### src/rtl/ctrl_pkg.sv
// Shared encodings for the multi-cycle MIPS-subset control unit: states,
// 6-bit opcodes, ALUOp, PCSrc and RegDst codes, plus the opcode class bundle.
package ctrl_pkg;

  typedef enum logic [2:0] {
    S_IF   = 3'b000,
    S_ID   = 3'b001,
    S_EXE  = 3'b010,
    S_WB   = 3'b011,
    S_MEM  = 3'b100,
    S_HALT = 3'b101,
    S_ERR  = 3'b110
  } state_t;

  localparam logic [5:0] OP_ADD   = 6'b000000;
  localparam logic [5:0] OP_SUB   = 6'b000001;
  localparam logic [5:0] OP_ADDI  = 6'b000010;
  localparam logic [5:0] OP_OR    = 6'b010000;
  localparam logic [5:0] OP_AND   = 6'b010001;
  localparam logic [5:0] OP_ORI   = 6'b010010;
  localparam logic [5:0] OP_SLL   = 6'b011000;
  localparam logic [5:0] OP_SLT   = 6'b100110;
  localparam logic [5:0] OP_SLTIU = 6'b100111;
  localparam logic [5:0] OP_SW    = 6'b110000;
  localparam logic [5:0] OP_LW    = 6'b110001;
  localparam logic [5:0] OP_BEQ   = 6'b110100;
  localparam logic [5:0] OP_BLTZ  = 6'b110110;
  localparam logic [5:0] OP_J     = 6'b111000;
  localparam logic [5:0] OP_JR    = 6'b111001;
  localparam logic [5:0] OP_JAL   = 6'b111010;
  localparam logic [5:0] OP_HALT  = 6'b111111;

  localparam logic [2:0] ALU_ADD  = 3'b000;
  localparam logic [2:0] ALU_SUB  = 3'b001;
  localparam logic [2:0] ALU_SLL  = 3'b010;
  localparam logic [2:0] ALU_OR   = 3'b011;
  localparam logic [2:0] ALU_AND  = 3'b100;
  localparam logic [2:0] ALU_SLTU = 3'b101;
  localparam logic [2:0] ALU_SLT  = 3'b110;

  localparam logic [1:0] PC_NEXT = 2'b00;
  localparam logic [1:0] PC_BR   = 2'b01;
  localparam logic [1:0] PC_JR   = 2'b10;
  localparam logic [1:0] PC_JMP  = 2'b11;

  localparam logic [1:0] RD_RA = 2'b00;
  localparam logic [1:0] RD_RT = 2'b01;
  localparam logic [1:0] RD_RD = 2'b10;

  // wb_ok: opcode is defined and writes the register file in WB
  typedef struct packed {
    logic jump;
    logic jal;
    logic halt;
    logic branch;
    logic lw;
    logic sw;
    logic wb_ok;
  } op_cls_t;

endpackage

### src/rtl/ctrl_decode.sv
// Combinational opcode decode: datapath mux selects, PCSrc, ALUOp and the
// opcode class used by the FSM. Opcodes with nonzero upper bits are undefined.
module ctrl_decode
  import ctrl_pkg::*;
#(
  parameter int OP_W    = 6,
  parameter int ALUOP_W = 3
) (
  input  logic [OP_W-1:0]    op,
  input  logic               zero,
  input  logic               sign,
  output logic               alu_src_a,
  output logic               alu_src_b,
  output logic               db_data_src,
  output logic               wr_reg_d_src,
  output logic               ext_sel,
  output logic [1:0]         reg_dst,
  output logic [1:0]         pc_src,
  output logic [ALUOP_W-1:0] alu_op,
  output op_cls_t            cls
);

  logic [5:0] op6;
  logic       hi_zero;
  logic [2:0] aluop3;

  assign op6 = op[5:0];

  generate
    if (OP_W > 6) begin : g_hi
      assign hi_zero = (op[OP_W-1:6] == '0);
    end else begin : g_nohi
      assign hi_zero = 1'b1;
    end
  endgenerate

  always_comb begin
    alu_src_a    = 1'b0;
    alu_src_b    = 1'b0;
    db_data_src  = 1'b0;
    wr_reg_d_src = 1'b1;
    ext_sel      = 1'b1;
    reg_dst      = RD_RD;
    pc_src       = PC_NEXT;
    aluop3       = ALU_ADD;
    cls          = '0;
    if (hi_zero) begin
      case (op6)
        OP_ADD:   cls.wb_ok = 1'b1;
        OP_SUB:   begin aluop3 = ALU_SUB; cls.wb_ok = 1'b1; end
        OP_ADDI:  begin alu_src_b = 1'b1; reg_dst = RD_RT; cls.wb_ok = 1'b1; end
        OP_OR:    begin aluop3 = ALU_OR;  cls.wb_ok = 1'b1; end
        OP_AND:   begin aluop3 = ALU_AND; cls.wb_ok = 1'b1; end
        OP_ORI: begin
          alu_src_b = 1'b1; ext_sel = 1'b0; reg_dst = RD_RT;
          aluop3 = ALU_OR; cls.wb_ok = 1'b1;
        end
        OP_SLL:   begin alu_src_a = 1'b1; aluop3 = ALU_SLL; cls.wb_ok = 1'b1; end
        OP_SLT:   begin aluop3 = ALU_SLT; cls.wb_ok = 1'b1; end
        OP_SLTIU: begin
          alu_src_b = 1'b1; ext_sel = 1'b0; reg_dst = RD_RT;
          aluop3 = ALU_SLTU; cls.wb_ok = 1'b1;
        end
        OP_SW:    begin alu_src_b = 1'b1; cls.sw = 1'b1; end
        OP_LW: begin
          alu_src_b = 1'b1; db_data_src = 1'b1; reg_dst = RD_RT;
          cls.lw = 1'b1; cls.wb_ok = 1'b1;
        end
        OP_BEQ: begin
          aluop3 = ALU_SUB; cls.branch = 1'b1;
          pc_src = zero ? PC_BR : PC_NEXT;
        end
        OP_BLTZ: begin
          aluop3 = ALU_SLT; cls.branch = 1'b1;
          pc_src = (sign && !zero) ? PC_BR : PC_NEXT;
        end
        OP_J:     begin pc_src = PC_JMP; cls.jump = 1'b1; end
        OP_JR:    begin pc_src = PC_JR;  cls.jump = 1'b1; end
        OP_JAL: begin
          pc_src = PC_JMP; wr_reg_d_src = 1'b0; reg_dst = RD_RA;
          cls.jump = 1'b1; cls.jal = 1'b1;
        end
        OP_HALT:  cls.halt = 1'b1;
        default:  ;
      endcase
    end
  end

  assign alu_op = ALUOP_W'(aluop3);

endmodule

### src/rtl/multicycle_ctrl_fsm.sv
// Multi-cycle control FSM with req/ack memory handshake, wait timeout and
// sticky bus error. Optional perf counters under `CTRL_PERF_CNT_EN`.
module multicycle_ctrl_fsm
  import ctrl_pkg::*;
#(
  parameter int OP_W    = 6,
  parameter int ALUOP_W = 3,
  parameter int TMO_W   = 4,
  parameter int MEM_TMO = 12
) (
  input  logic               CLK,
  input  logic               RST,
  input  logic [OP_W-1:0]    op,
  input  logic               zero,
  input  logic               sign,
  input  logic               imem_ack,
  input  logic               dmem_ack,
  output logic               imem_req,
  output logic               dmem_req,
  output logic               PCWre,
  output logic               IRWre,
  output logic               RegWre,
  output logic               ALUSrcA,
  output logic               ALUSrcB,
  output logic               DBDataSrc,
  output logic               WrRegDSrc,
  output logic               nRD,
  output logic               nWR,
  output logic               ExtSel,
  output logic [1:0]         PCSrc,
  output logic [1:0]         RegDst,
  output logic [ALUOP_W-1:0] ALUOp,
  output logic [2:0]         state,
  output logic               halted,
  output logic               bus_err
`ifdef CTRL_PERF_CNT_EN
  ,
  output logic [31:0]        instr_cnt,
  output logic [31:0]        stall_cnt,
  output logic [31:0]        cyc_cnt
`endif
);

  localparam logic [TMO_W-1:0] TMO_LAST = TMO_W'(MEM_TMO - 1);

  state_t             cur, nxt;
  logic [TMO_W-1:0]   wcnt, wcnt_nxt;
  logic               waiting, tmo;
  op_cls_t            cls;
  logic               d_src_a, d_src_b, d_db, d_wr, d_ext;
  logic [1:0]         d_rd, d_pcs;
  logic [ALUOP_W-1:0] d_alu;

  ctrl_decode #(.OP_W(OP_W), .ALUOP_W(ALUOP_W)) u_dec (
    .op           (op),
    .zero         (zero),
    .sign         (sign),
    .alu_src_a    (d_src_a),
    .alu_src_b    (d_src_b),
    .db_data_src  (d_db),
    .wr_reg_d_src (d_wr),
    .ext_sel      (d_ext),
    .reg_dst      (d_rd),
    .pc_src       (d_pcs),
    .alu_op       (d_alu),
    .cls          (cls)
  );

  // Counter is nonzero only while a req is outstanding, so it is zero on
  // entry to IF/MEM. The last allowed wait cycle without ack is the timeout.
  assign waiting  = (cur == S_IF && !imem_ack) || (cur == S_MEM && !dmem_ack);
  assign tmo      = waiting && (wcnt == TMO_LAST);
  assign wcnt_nxt = (waiting && !tmo) ? wcnt + TMO_W'(1) : '0;

  always_ff @(posedge CLK or negedge RST) begin
    if (!RST) begin
      cur  <= S_IF;
      wcnt <= '0;
    end else begin
      cur  <= nxt;
      wcnt <= wcnt_nxt;
    end
  end

  always_comb begin
    nxt = cur;
    case (cur)
      S_IF:   if (imem_ack) nxt = S_ID; else if (tmo) nxt = S_ERR;
      S_ID:   if (cls.jump) nxt = S_IF; else if (cls.halt) nxt = S_HALT; else nxt = S_EXE;
      S_EXE:  if (cls.branch) nxt = S_IF; else if (cls.lw || cls.sw) nxt = S_MEM; else nxt = S_WB;
      S_MEM:  if (dmem_ack) nxt = cls.sw ? S_IF : S_WB; else if (tmo) nxt = S_ERR;
      S_WB:   nxt = S_IF;
      S_HALT, S_ERR: nxt = cur;
      default: nxt = S_ERR;
    endcase
  end

  // RST gates every output combinationally so a reset mid-access drops
  // the strobes immediately rather than at the next edge.
  always_comb begin
    imem_req  = 1'b0;
    dmem_req  = 1'b0;
    PCWre     = 1'b0;
    IRWre     = 1'b0;
    RegWre    = 1'b0;
    nRD       = 1'b0;
    nWR       = 1'b0;
    ALUSrcA   = 1'b0;
    ALUSrcB   = 1'b0;
    DBDataSrc = 1'b0;
    WrRegDSrc = 1'b1;
    ExtSel    = 1'b1;
    PCSrc     = PC_NEXT;
    RegDst    = RD_RD;
    ALUOp     = '0;
    halted    = 1'b0;
    bus_err   = 1'b0;
    if (RST) begin
      ALUSrcA   = d_src_a;
      ALUSrcB   = d_src_b;
      DBDataSrc = d_db;
      WrRegDSrc = d_wr;
      ExtSel    = d_ext;
      PCSrc     = d_pcs;
      RegDst    = d_rd;
      ALUOp     = d_alu;
      halted    = (cur == S_HALT);
      bus_err   = (cur == S_ERR);
      case (cur)
        S_IF: begin
          imem_req = 1'b1;
          IRWre    = imem_ack;
        end
        S_ID: if (cls.jump) begin
          PCWre  = 1'b1;
          RegWre = cls.jal;
        end
        S_EXE: PCWre = cls.branch;
        S_MEM: begin
          dmem_req = 1'b1;
          nRD      = cls.lw;
          nWR      = cls.sw;
          PCWre    = dmem_ack && cls.sw;
        end
        S_WB: begin
          PCWre  = 1'b1;
          RegWre = cls.wb_ok;
        end
        default: ;
      endcase
    end
  end

  assign state = cur;

`ifdef CTRL_PERF_CNT_EN
  always_ff @(posedge CLK or negedge RST) begin
    if (!RST) begin
      instr_cnt <= '0;
      stall_cnt <= '0;
      cyc_cnt   <= '0;
    end else begin
      if (PCWre)                          instr_cnt <= instr_cnt + 32'd1;
      if (waiting)                        stall_cnt <= stall_cnt + 32'd1;
      if (cur != S_HALT && cur != S_ERR)  cyc_cnt   <= cyc_cnt + 32'd1;
    end
  end
`endif

endmodule

### config.mk
export PLATFORM = sky130hd
export DESIGN_NAME = multicycle_ctrl_fsm
export DESIGN_NICKNAME = d
export VERILOG_FILES = /design/src/rtl/ctrl_pkg.sv /design/src/rtl/ctrl_decode.sv /design/src/rtl/multicycle_ctrl_fsm.sv
export SDC_FILE = /design/constraint.sdc
export NUM_CORES = 1
export LEC_CHECK = 0
export CAP_MARGIN = 15
export CORE_ASPECT_RATIO = 0.75
export CORE_MARGIN = 1.5
export CORE_UTILIZATION = 47
export CTS_CLUSTER_DIAMETER = 150
export DETAILED_ROUTE_END_ITERATION = 7
export PLACE_DENSITY = 0.93
export REMOVE_ABC_BUFFERS = 1
export SLEW_MARGIN = 20
export SYNTH_ARGS = -nofsm -noshare
export SYNTH_HDL_FRONTEND = slang
export SYNTH_SLANG_ARGS = --single-unit
### constraint.sdc
create_clock -name CLK -period 3.8 [get_ports CLK]
set_input_delay 0.95 -clock CLK [delete_from_list [all_inputs] [get_ports CLK]]
set_output_delay 0.95 -clock CLK [all_outputs]
set_load 0.005 [all_outputs]
==> flow_summary.json <==
{
  "status": "finished, final reports clean",
  "holdBufCountCts": 0,
  "postSynthAreaPerCell_sq_um": 6.94,
  "power.leakage_nw": 0.622,
  "fin_skew_ns": 0.0104,
  "worstPathRequired_ns": 2.85,
  "cp_slowest_stage_delay_ns": 0.53,
  "grt_pass1_wl_um": 5500,
  "max_slew_margin_pct": 65.6,
  "hold_end": "wcnt[0]$_DFF_PN0_",
  "die_y_um": 42.2,
  "synth-simple-area-share_pct": 41.6,
  "grt_usage_pct": 29.9,
  "ys.flop_type": "dfrtp_1",
  "tightest_slew_ns": 0.516,
  "powerDensity_mw_per_mm2": 341,
  "port_buffers": 35,
  "finalSetupViolCount": 0,
  "synth_top_area_cell": "dfrtp_1",
  "fillers": 117,
  "cts_tree": "yes",
  "holdWs_ns": 0.475,
  "final_antenna_net_count": 0,
  "drc": 0,
  "irDropWorstVdd_v": 0.000301,
  "antenna_found_initial": 0,
  "final_common_cell": "clkdlybuf4s50_1",
  "drive_gt1_share_pct": 20.1,
  "synth-xor-area-share_pct": 2.72,
  "setup-tns-final_ns": 0,
  "gp_congestion": 0.936,
  "start_kind": "input pin",
  "synth_mux_area_share_pct": 2.20,
  "synth-seq-area-share_pct": 18.2,
  "cts_sinks": 7,
  "slew_violations": 0,
  "synth-adder-area-share_pct": 1.30,
  "clk_path_buf_depth": 2,
  "antenna_cells": 0,
  "min_delay_path_depth": 1,
  "synth_top_area_share_pct": 18.2,
  "path_clk_slew_ns": 0.05,
  "final_cell_mix": "28 x clkdlybuf4s50_1, 23 x buf_4, 21 x nor2_1, 10 x a21oi_1",
  "path_class": "input pin to output port",
  "placed_cell_area_sq_mm": 0.00144,
  "synth_top_family_by_area": "simple AND/OR/NAND/NOR gates",
  "io_pins": 36,
  "hold_start": "wcnt[0]$_DFF_PN0_",
  "finalCritPeriodShare_pct": 96.3,
  "total_power_w": 0.000504,
  "rows": 13,
  "synth_edf_count": 0,
  "grt_overflow": 0,
  "die_w_um": 55.3,
  "r2r_end": "state[1]$_DFFE_PN0N_",
  "clock.fmax_ghz": 0.273,
  "crit_chain": "clkdlybuf4s15_1 > nor2b_1 > nand3_1 > nor2_1 > a32oi_1 > a21oi_1 > clkdlybuf4s50_1",
  "routed_via_density": 6.18,
  "synth_compound_area_share_pct": 24.6,
  "cp-end-kind": "output port",
  "die-area_sq_mm": 0.00234,
  "start_util_pct": 53.0,
  "drtIter0Drc": 72,
  "grt_max_degree": 16,
  "cts_root_buf": "clkbuf_4",
  "r2r_cells": 5,
  "area_delta_synth_final_pct": 53.2,
  "critical_path.slowest_cell": "clkdlybuf4s50_1",
  "final_area_sq_mm": 0.00148,
  "synth-seq-cells": 7,
  "vias": 1304,
  "clk_latency_ns": 0.26,
  "first_global_vias": 1110,
  "wl_per_cell_um": 16.4,
  "synth_warnings": 0,
  "worstReg2RegStart": "state[2]$_DFFE_PN0N_",
  "core_area_sq_mm": 0.00182,
  "ys_types": 46,
  "drv_cap": 0,
  "layout_min_cycle_time_ns": 3.66,
  "post_cts_buffers": 0,
  "async_reset_ff_share_pct": 100,
  "wirelength_um": 3460,
  "synth.area.top_cells": "dfrtp_1 18%, nor2_1 8.6%, nor2b_1 5.8%",
  "syn-cell-area_sq_um": 965,
  "nNetsFinal": 203,
  "rrSetupSlack_ns": 2.36,
  "firstDrtPassIters": 5,
  "hold_path.class": "flop to flop",
  "cp_max_fo": 8,
  "cp.arrival_ns": 2.71,
  "htree_levels": 1,
  "cts_buffers": 3,
  "postSynthCellCount": 139,
  "rsz0062_at_grt": "false",
  "hold_viol_final": 0,
  "dp_hpwl_um": 2710
}
==> area by class of cell <==
class                      instances  area (sq um)  share of cell area (%)
sequential                         7           175                    11.9
multi-input combinational        116           707                    47.8
inverter                           4          15.0                    1.02
clock buffer                       4          26.3                    1.78
tap                               22          27.5                    1.86
timing repair buffer              58           527                    35.6
==> synth_stat cells (2+ instances only) <==
cell and number:
nor2_1 22, a21oi_1 10, nand2_1 9, nor2b_1 9, dfrtp_1 7, nand3_1 7, buf_2 6, o21ai_0 5
inv_1 4, nand2b_1 4, o21ai_1 4, a31oi_1 3, and3_1 3, nor3_1 3, a32oi_1 2, and2_1 2
buf_4 2, buf_6 2, clkbuf_1 2, nand2_2 2, nand3b_1 2, nand4_1 2, o21bai_1 2, o22ai_1 2
xnor2_1 2
==> what timing repair did <==
item,in CTS,in global routing
pin swaps,0,0
hold endpoints to repair,0,0
gates resized for setup,6,4
setup endpoints to repair,5,5
==> flip-flops by register name, summed over array words and instances (netlist names) <==
register and cells:
wcnt 4, state 3
==> metrics by stage <==
stage	std cells	setup slack [ns]	utilization, %
after CTS	211	-0.00297	80.6
after detailed placement	207	-0.101	79.1
after floorplan	127	1.14	-
after global placement	207	-0.0219	79.1
after global routing	211	0.00613	81.1
final	211	0.141	81.1
==> worst max-delay path: cells and delay by family <==
family                 cells  cell delay, ns
buffers and inverters      2            0.88
AND/OR/NAND/NOR            3            0.63
AO/OA/AOI/OAI              2            0.24
==> routing by layer <==
layer	wire length, um	vias to the layer above	track usage (%)
met4	116	0	9.27
li1	-	593	-
met3	358	16	5.86
met2	1570	103	51.0
met1	1420	592	38.2
met5	0	-	0
==> power by group <==
part / total [W] / leakage (nW) / switching [W] / internal (W)
registers: 0.000158 / 0.0922 / 0.0000628 / 0.0000949
logic: 0.000275 / 0.515 / 0.000135 / 0.000140
clock network: 0.0000710 / 0.0150 / 0.0000307 / 0.0000403
==> kinds of logic (layout without fill, tap and decap cells) <==
logic type                 Yosys count  after routing
and+or+nand+nor                     74             74
AOI/OAI and AO/OA                   36             36
buffers and inverters               16             66
DFF                                  7              7
xor gates and xnor gates             3              3
muxes                                2              2
adders and majority gates            1              1
==> worst max-delay path by stage <==
stage | startpoint | endpoint | slack, ns | cells past startpoint
floorplan | op[4] | RegDst[1] | 1.14 | 5
global placement | op[2] | RegDst[1] | -0.02 | 7
detailed placement | op[2] | ALUSrcB | -0.10 | 6
CTS | op[3] | PCWre | -0.003 | 7
global route | op[4] | PCWre | 0.006 | 7
finish | op[4] | PCWre | 0.14 | 7
No activity file was read; power rests on OpenSTA's default activity.
